==> config.mk <==
export PLATFORM = sky130hd
export DESIGN_NAME = fc_mem
export DESIGN_NICKNAME = d
export VERILOG_FILES = /design/src/rtl/fc_mem.sv
export SDC_FILE = /design/constraint.sdc
export NUM_CORES = 2
export LEC_CHECK = 0
export CAP_MARGIN = 20
export CORE_MARGIN = 2
export CORE_UTILIZATION = 45
export DETAILED_ROUTE_END_ITERATION = 8
export SKIP_CTS_REPAIR_TIMING = 1
export SYNTH_ARGS = -nofsm -noshare
export SYNTH_HDL_FRONTEND = slang
export SYNTH_SLANG_ARGS = --single-unit
==> constraint.sdc <==
create_clock -name clk_i -period 9.6 [get_ports clk_i]
set_input_delay 1.92 -clock clk_i [delete_from_list [all_inputs] [get_ports clk_i]]
set_output_delay 1.92 -clock clk_i [all_outputs]
set_load 0.01 [all_outputs]
==> src/rtl/fc_mem.sv <==
// fc_mem: two signed weight banks plus two bias registers behind a config
// read/write port, and a ready/valid stream that walks both weight banks in
// lockstep, emitting {weight1[idx], weight0[idx]} per beat.
module fc_mem #(
    parameter int FC_BANK_BW = 2,
    parameter int FC_ADDR_BW = 8,
    parameter int FC_BIAS_BW = 32,
    parameter int WEIGHT_BW  = 8,
    parameter int N_WEIGHTS  = 208
) (
    input  logic                   clk_i,
    input  logic                   rst_n_i,
    input  logic                   fc_rd_en_i,
    input  logic                   fc_wr_en_i,
    input  logic [FC_BANK_BW-1:0]  fc_rd_wr_bank_i,
    input  logic [FC_ADDR_BW-1:0]  fc_rd_wr_addr_i,
    input  logic [FC_BIAS_BW-1:0]  fc_wr_data_i,
    output logic [FC_BIAS_BW-1:0]  fc_rd_data_o,
    input  logic                   start_i,
    input  logic                   ready_i,
    output logic                   valid_o,
    output logic [2*WEIGHT_BW-1:0] data_o,
    output logic                   last_o,
    output logic                   busy_o,
    output logic [FC_BIAS_BW-1:0]  bias0_o,
    output logic [FC_BIAS_BW-1:0]  bias1_o
);

    typedef enum logic [0:0] {IDLE, STREAM} state_t;

    localparam logic [FC_BANK_BW-1:0] BANK_W0 = FC_BANK_BW'(0);
    localparam logic [FC_BANK_BW-1:0] BANK_W1 = FC_BANK_BW'(1);
    localparam logic [FC_BANK_BW-1:0] BANK_B0 = FC_BANK_BW'(2);
    localparam logic [FC_BANK_BW-1:0] BANK_B1 = FC_BANK_BW'(3);
    localparam logic [FC_ADDR_BW-1:0] LAST_IDX = FC_ADDR_BW'(N_WEIGHTS - 1);

    // Weight memories carry no reset so their contents survive rst_n_i.
    logic signed [WEIGHT_BW-1:0] weight0_mem [N_WEIGHTS];
    logic signed [WEIGHT_BW-1:0] weight1_mem [N_WEIGHTS];

    logic [FC_BIAS_BW-1:0] bias0_q, bias0_d;
    logic [FC_BIAS_BW-1:0] bias1_q, bias1_d;
    logic [FC_BIAS_BW-1:0] rd_data_q, rd_data_d;
    logic [FC_BIAS_BW-1:0] rd_word;
    state_t                state_q, state_d;
    logic [FC_ADDR_BW-1:0] idx_q, idx_d;

    logic addr_in_w;
    logic addr_is_0;
    logic idx_in_w;
    logic stream_valid;
    logic stream_last;

    function automatic logic [FC_BIAS_BW-1:0] sext_weight(input logic signed [WEIGHT_BW-1:0] w);
        return {{(FC_BIAS_BW-WEIGHT_BW){w[WEIGHT_BW-1]}}, w};
    endfunction

    assign addr_in_w = (32'(fc_rd_wr_addr_i) < N_WEIGHTS);
    assign addr_is_0 = (fc_rd_wr_addr_i == '0);
    assign idx_in_w  = (32'(idx_q) < N_WEIGHTS);

    // Config writes into the weight banks; out-of-range addresses are dropped.
    always_ff @(posedge clk_i) begin
        if (fc_wr_en_i && addr_in_w) begin
            if (fc_rd_wr_bank_i == BANK_W0) begin
                weight0_mem[fc_rd_wr_addr_i] <= fc_wr_data_i[WEIGHT_BW-1:0];
            end
            if (fc_rd_wr_bank_i == BANK_W1) begin
                weight1_mem[fc_rd_wr_addr_i] <= fc_wr_data_i[WEIGHT_BW-1:0];
            end
        end
    end

    // Bias registers take the full word, only at address 0.
    always_comb begin
        bias0_d = bias0_q;
        bias1_d = bias1_q;
        if (fc_wr_en_i && addr_is_0) begin
            if (fc_rd_wr_bank_i == BANK_B0) bias0_d = fc_wr_data_i;
            if (fc_rd_wr_bank_i == BANK_B1) bias1_d = fc_wr_data_i;
        end
    end

    // Config read mux: weights sign-extended, anything out of range reads 0.
    always_comb begin
        rd_word = '0;
        case (fc_rd_wr_bank_i)
            BANK_W0: if (addr_in_w) rd_word = sext_weight(weight0_mem[fc_rd_wr_addr_i]);
            BANK_W1: if (addr_in_w) rd_word = sext_weight(weight1_mem[fc_rd_wr_addr_i]);
            BANK_B0: if (addr_is_0) rd_word = bias0_q;
            BANK_B1: if (addr_is_0) rd_word = bias1_q;
            default: rd_word = '0;
        endcase
    end

    // Read data register loads only on a read strobe and holds otherwise; it
    // samples pre-edge storage, so a same-cycle write is not yet visible.
    always_comb begin
        rd_data_d = rd_data_q;
        if (fc_rd_en_i) rd_data_d = rd_word;
    end

    // Stream FSM: a config access in either direction stalls the beat.
    always_comb begin
        state_d      = state_q;
        idx_d        = idx_q;
        stream_valid = 1'b0;
        stream_last  = 1'b0;
        case (state_q)
            IDLE: begin
                if (start_i) begin
                    state_d = STREAM;
                    idx_d   = '0;
                end
            end
            STREAM: begin
                stream_valid = !(fc_rd_en_i || fc_wr_en_i);
                stream_last  = stream_valid && (idx_q == LAST_IDX);
                if (stream_valid && ready_i) begin
                    if (stream_last) begin
                        state_d = IDLE;
                        idx_d   = '0;
                    end else begin
                        idx_d = idx_q + 1'b1;
                    end
                end
            end
            default: begin
                state_d = IDLE;
                idx_d   = '0;
            end
        endcase
    end

    // Control and bias state with asynchronous active-low reset.
    always_ff @(posedge clk_i or negedge rst_n_i) begin
        if (!rst_n_i) begin
            state_q   <= IDLE;
            idx_q     <= '0;
            rd_data_q <= '0;
            bias0_q   <= '0;
            bias1_q   <= '0;
        end else begin
            state_q   <= state_d;
            idx_q     <= idx_d;
            rd_data_q <= rd_data_d;
            bias0_q   <= bias0_d;
            bias1_q   <= bias1_d;
        end
    end

    assign fc_rd_data_o = rd_data_q;
    assign bias0_o      = bias0_q;
    assign bias1_o      = bias1_q;
    assign busy_o       = (state_q == STREAM);
    assign valid_o      = stream_valid;
    assign last_o       = stream_last;
    assign data_o       = idx_in_w ? {weight1_mem[idx_q], weight0_mem[idx_q]} : '0;

endmodule

Word-level counts from Yosys, hierarchy flattened
Memories as Yosys holds them, arrays and structs flattened.
Cells that the tools add are included.
{"block": "op_classes", "addsub": 1, "order_cmp": 2, "eq_ne": 6, "mux": 22, "n_bitwise": 1, "reduce_logical": 11}
{"cell": "two-way mux 32 bit", "count": 4}
{"cell": "one-hot mux 32 bit (4 select lines)", "count": 1}
{"cell": "two-way mux 8 bit", "count": 3}
{"cell": "less-than comparator 8 bit, second input constant", "count": 2}
{"cell": "two-way mux 16 bit", "count": 1}
{"cell": "one-hot mux 8 bit (2 select lines)", "count": 1}
{"cell": "two-way mux 1 bit", "count": 11}
{"cell": "adder 8 x 1 -> 8 bit, second input constant", "count": 1}
{"cell": "equality test 8 bit, second input constant", "count": 1}
{"cell": "zero test 8 bit", "count": 1}
{"cell": "AND reduction 2 bit", "count": 3}
{"cell": "equality test 2 bit, second input constant", "count": 2}
{"cell": "logical AND 1 bit", "count": 4}
{"cell": "equality test 2 x 1 -> 1 bit, second input constant", "count": 1}
{"cell": "zero test 2 bit", "count": 1}
{"cell": "!= test 2 x 1 -> 1 bit, second input constant", "count": 1}
{"cell": "!= test 2 bit, second input constant", "count": 1}
{"cell": "one-hot mux 1 bit (2 select lines)", "count": 1}
{"cell": "zero test 1 bit", "count": 1}
{"cell": "logical OR 1 bit", "count": 1}
{"cell": "inverter 1 bit", "count": 1}
{"block": "totals", "register_bits": 105, "ramBits": 3328, "elab_cells": 50, "mem_count": 2}
{"name": "weight0_mem", "depth": 208, "width": 8, "read_ports": 2, "rd_clocked_by_memory_dff": 0, "write_ports": 1, "line": "38", "rtl": "logic signed [WEIGHT_BW-1:0] weight0_mem [N_WEIGHTS];"}
{"name": "weight1_mem", "depth": 208, "width": 8, "read_ports": 2, "rd_clocked_by_memory_dff": 0, "write_ports": 1, "line": "39", "rtl": "logic signed [WEIGHT_BW-1:0] weight1_mem [N_WEIGHTS];"}

Depth between registers and ports, before layout
{"block": "depth", "ltp_word": 6, "depth_mapped": 14, "mapped_depth_nobuf": 7}

Worst setup path after synthesis
Ideal clock, no wire load.
{"block": "synth_timing", "path_kind": "register -> output", "startpoint": "register idx_q[1]", "endpoint": "output data_o[10]", "t_arrival_ns": 2.990, "required_ns": 7.680, "slack_ns": 4.690, "stages_incl_launch_ff": 10, "n_path_buf": 4, "cell_sequence": "dfrtp_1 -> clkbuf_1 -> clkbuf_1 -> clkbuf_1 -> clkbuf_1 -> mux4_2 -> mux4_2 -> mux4_2 -> a32oi_1 -> nand2_1"}
{"block": "synth_between", "elab_chain_len": 2}
{"element": "start, declared", "line": "46", "rtl": "logic [FC_ADDR_BW-1:0] idx_q, idx_d;"}
{"element": "start signal, assigned", "line": "145", "rtl": "idx_q <= idx_d;"}
{"element": "memory read (208 x 8 bit) or less-than comparator 8 bit (tied branches)"}
{"element": "two-way mux 16 bit (*)", "line": "158", "rtl": "assign data_o = idx_in_w ? {weight1_mem[idx_q], weight0_mem[idx_q]} : '0;"}
{"element": "end, declared", "line": "22", "rtl": "output logic [2*WEIGHT_BW-1:0] data_o,"}
Every way passes the cells marked *; elsewhere a longest branch is shown, timed or not.

Final worst setup path
{"block": "layout_timing", "startpoint": "register idx_q[0]", "endpoint": "output data_o[8]"}
Same word-level chain as after synthesis.

==> impl_metrics.json <==
{
  "outcome": "finished, final reports clean",
  "multiInputGateArea_um2": 54500,
  "clock_latency_ns": 0.97,
  "cpMostUsedCell": "mux4_2",
  "cp-end-kind": "output pin",
  "peakVddDrop_v": 0.000220,
  "syn2layout_area_growth_pct": 12.8,
  "overflow": 0,
  "finalCriticalPeriod_ns": 8.06,
  "nNetsFinal": 7947,
  "wl_per_cell_um": 41.3,
  "rows": 218,
  "p_total_mw": 39.1,
  "drtIter0Drc": 14700,
  "synthTopCellsByArea": "edfxtp_1 (62%), mux4_2 (28%), dfrtp_1 (1.6%)",
  "wl_met3_mm": 60.4,
  "io_buffers": 162,
  "avgViaCountPerCell": 7.01,
  "syn_area_um2": 160000,
  "synthArstFlopShare": 0.0306,
  "drive_above_1_share": 0.374,
  "dieArea_um2": 360000,
  "post-route-period-util": 0.839,
  "hpwl_mm": 339,
  "start_util": 0.453,
  "synthFlopType": "edfxtp_1",
  "finalHoldViolations": 0,
  "setup_violations": 0,
  "m1WireLength_mm": 199,
  "grt_max_degree": 222,
  "drcViolationCount": 0,
  "power.density_nw_per_um2": 217,
  "dr_wl_met2_mm": 248,
  "stdcell_count": 13000,
  "grt_usage": 0.293,
  "ys_warn_count": 0,
  "fp.dieW_um": 600,
  "clockRootBuffer": "clkbuf_16",
  "ys_seq_area_frac": 0.641,
  "h-tree-depth": 5,
  "first_pass_iters": 6,
  "path_clk_slew_ns": 0.06,
  "num-fill-cells": 27700,
  "drtAntennaViolNets": 0,
  "cp_max_fo": 40,
  "tightest_slew_ns": 1.46,
  "placed_cells": 12200,
  "path_class": "reg -> out",
  "core_um2": 353000,
  "cp_data_required_time_ns": 7.68,
  "synth_top_cell_by_area": "edfxtp_1",
  "start_kind": "register",
  "syn_inst": 7619,
  "final_max_slew_viol_count": 0,
  "place.gp.congestion": 0.913,
  "setup_tns_ns": 0,
  "synthDistinctLibCells": 70,
  "routed.top_layer": "met5",
  "synth_fp_nets": 7668,
  "cts_tree": "done",
  "vias": 90800,
  "cp.arrival_ns": 6.14,
  "hp-class": "reg -> reg",
  "clk_path_buf_depth": 4,
  "io_pins": 163,
  "fin_worst_skew_ns": 0.0633,
  "antenna_found_initial": 37,
  "cts.sinks": 3433,
  "synth_top_area_frac": 0.624,
  "first_global_vias": 89900,
  "leakage_nw": 55.4,
  "rsz0062_at_grt": "false",
  "max_stage_delay_ns": 0.90,
  "seq_area_um2": 103000,
  "synth_edf_count": 3328,
  "die_h_um": 600,
  "syn_avg_cell_area_um2": 21.0,
  "relSlewSlack": 0.0240,
  "ys_ff_latch": 3433,
  "maxCapViolations": 0,
  "max_freq_mhz": 124,
  "cpMaxStageDelayCell": "a32oi_1",
  "crit_chain": "buf_4 -> mux4_2 -> mux4_2 -> mux4_2 -> a32oi_1 -> nand2_1 -> clkdlybuf4s50_1",
  "grt_pass1_wl_mm": 738,
  "routed_wl_mm": 535,
  "numCtsBuffers": 370
}
critical path: cells and delay by family, from the launching register on:
family          cells  cell delay, ns
compound gates      1            0.90
buf+inv             2            1.32
flops               1            0.79
mux                 3            1.68
simple gates        1            0.38
cell usage in the layout, fill, tap and decap left out, types with 47 or more instances in the layout:
cell type and count:
clkinv_1 72, o211ai_1 60, clkbuf_1 76, a21oi_1 53, clkinv_2 68, nand2_1 126, clkbuf_16 375, buf_4 270
buf_12 47, a22oi_1 94, buf_6 63, dfrtp_1 100, edfxtp_1 3328, o22ai_1 58, nor2_1 481, mux2i_1 172
mux2_2 103, mux4_2 1966, clkdlybuf4s50_1 143
power breakdown:
group	total (mW)	leakage (nW)	internal [mW]	switching [mW]
combinational	8.03	18.2	3.59	4.44
sequential	16.6	31.3	16.5	0.139
clock	14.5	5.90	8.40	6.09
total	39.1	55.4	28.5	10.7
synthesized netlist by cell type (8+ instances only):
| master | n |
|---|---|
| a2111oi_0 | 8 |
| o22a_1 | 8 |
| a22oi_1 | 94 |
| mux2i_1 | 172 |
| a211oi_1 | 21 |
| mux2_2 | 103 |
| nor2_1 | 486 |
| buf_4 | 61 |
| inv_1 | 11 |
| nand3_1 | 36 |
| buf_2 | 221 |
| edfxtp_1 | 3328 |
| a31oi_1 | 14 |
| nor2b_1 | 20 |
| nand2b_1 | 27 |
| buf_6 | 50 |
| mux4_2 | 1966 |
| a32oi_1 | 16 |
| buf_1 | 47 |
| nor4_1 | 8 |
| nand2_1 | 138 |
| nor3_1 | 15 |
| a22o_1 | 18 |
| o2111ai_1 | 11 |
| a21oi_1 | 54 |
| dfrtp_1 | 105 |
| and3_1 | 11 |
| o21ai_0 | 33 |
| o221ai_1 | 9 |
| or3_1 | 27 |
| nor3b_1 | 8 |
| nand4_1 | 14 |
| a221oi_1 | 20 |
| o22ai_1 | 58 |
| clkbuf_1 | 257 |
| o211ai_1 | 60 |
state kept, by name, summed over array words and instances (netlist names):
register,count
weight0_mem,1664
bias1_o,32
busy_o,1
fc_rd_data_o,32
bias0_o,32
idx_q,8
weight1_mem,1664
per-layer routing:
layer	global-route usage	vias to the layer above
met3	0.0746	1115
met2	0.449	6185
met1	0.399	49500
met4	0.132	18
li1	-	34000
met5	0	-
kinds of logic after synthesis:
group	Yosys count	share of synthesized area
AO/OA/AOI/OAI	465	0.0209
XOR/XNOR	1	0.0000547
adder cells (fa/ha/maj)	1	0.0000782
buffers and inverters	648	0.0207
flip-flops	3433	0.641
multiplexers	2241	0.295
AND/OR/NAND/NOR	830	0.0229
layout make-up:
class	count	area share
Tap cell	4730	0.0328
Antenna cell	22	0.000305
Sequential cell	3433	0.568
Inverter	12	0.000312
Clock buffer	453	0.0537
Multi-Input combinational cell	3538	0.302
Timing Repair Buffer	543	0.0298
Clock inverter	219	0.0132
final timing paths:
kind                       depth (start not counted)               start  slack [ns]                to
max                                                7            idx_q[0]        1.54         data_o[8]
min                                                1         bias0_o[12]        0.53       bias0_o[12]
max reg2reg                                        8  weight0_mem[71][7]        5.71  fc_rd_data_o[29]
min reg2reg                                        1         bias0_o[12]        0.53       bias0_o[12]
max in group asynchronous                          2             rst_n_i        7.17       bias1_o[26]
min in group asynchronous                          1             rst_n_i        1.04       bias0_o[17]
stage by stage:
| stage | worst slack [ns] | hold slack [ns] | instance area (um2) | utilization |
|---|---|---|---|---|
| after global routing | 1.46 | 0.553 | 181000 | 0.511 |
| after detailed placement | 2.46 | 0.523 | 168000 | 0.476 |
| final | 1.54 | 0.533 | 181000 | 0.511 |
| after floorplan | 4.69 | 0.515 | 160000 | - |
| after global placement | 2.46 | 0.514 | 167000 | 0.474 |
| after CTS | 1.61 | 0.537 | 180000 | 0.510 |
(Power assumes the default switching activity.)
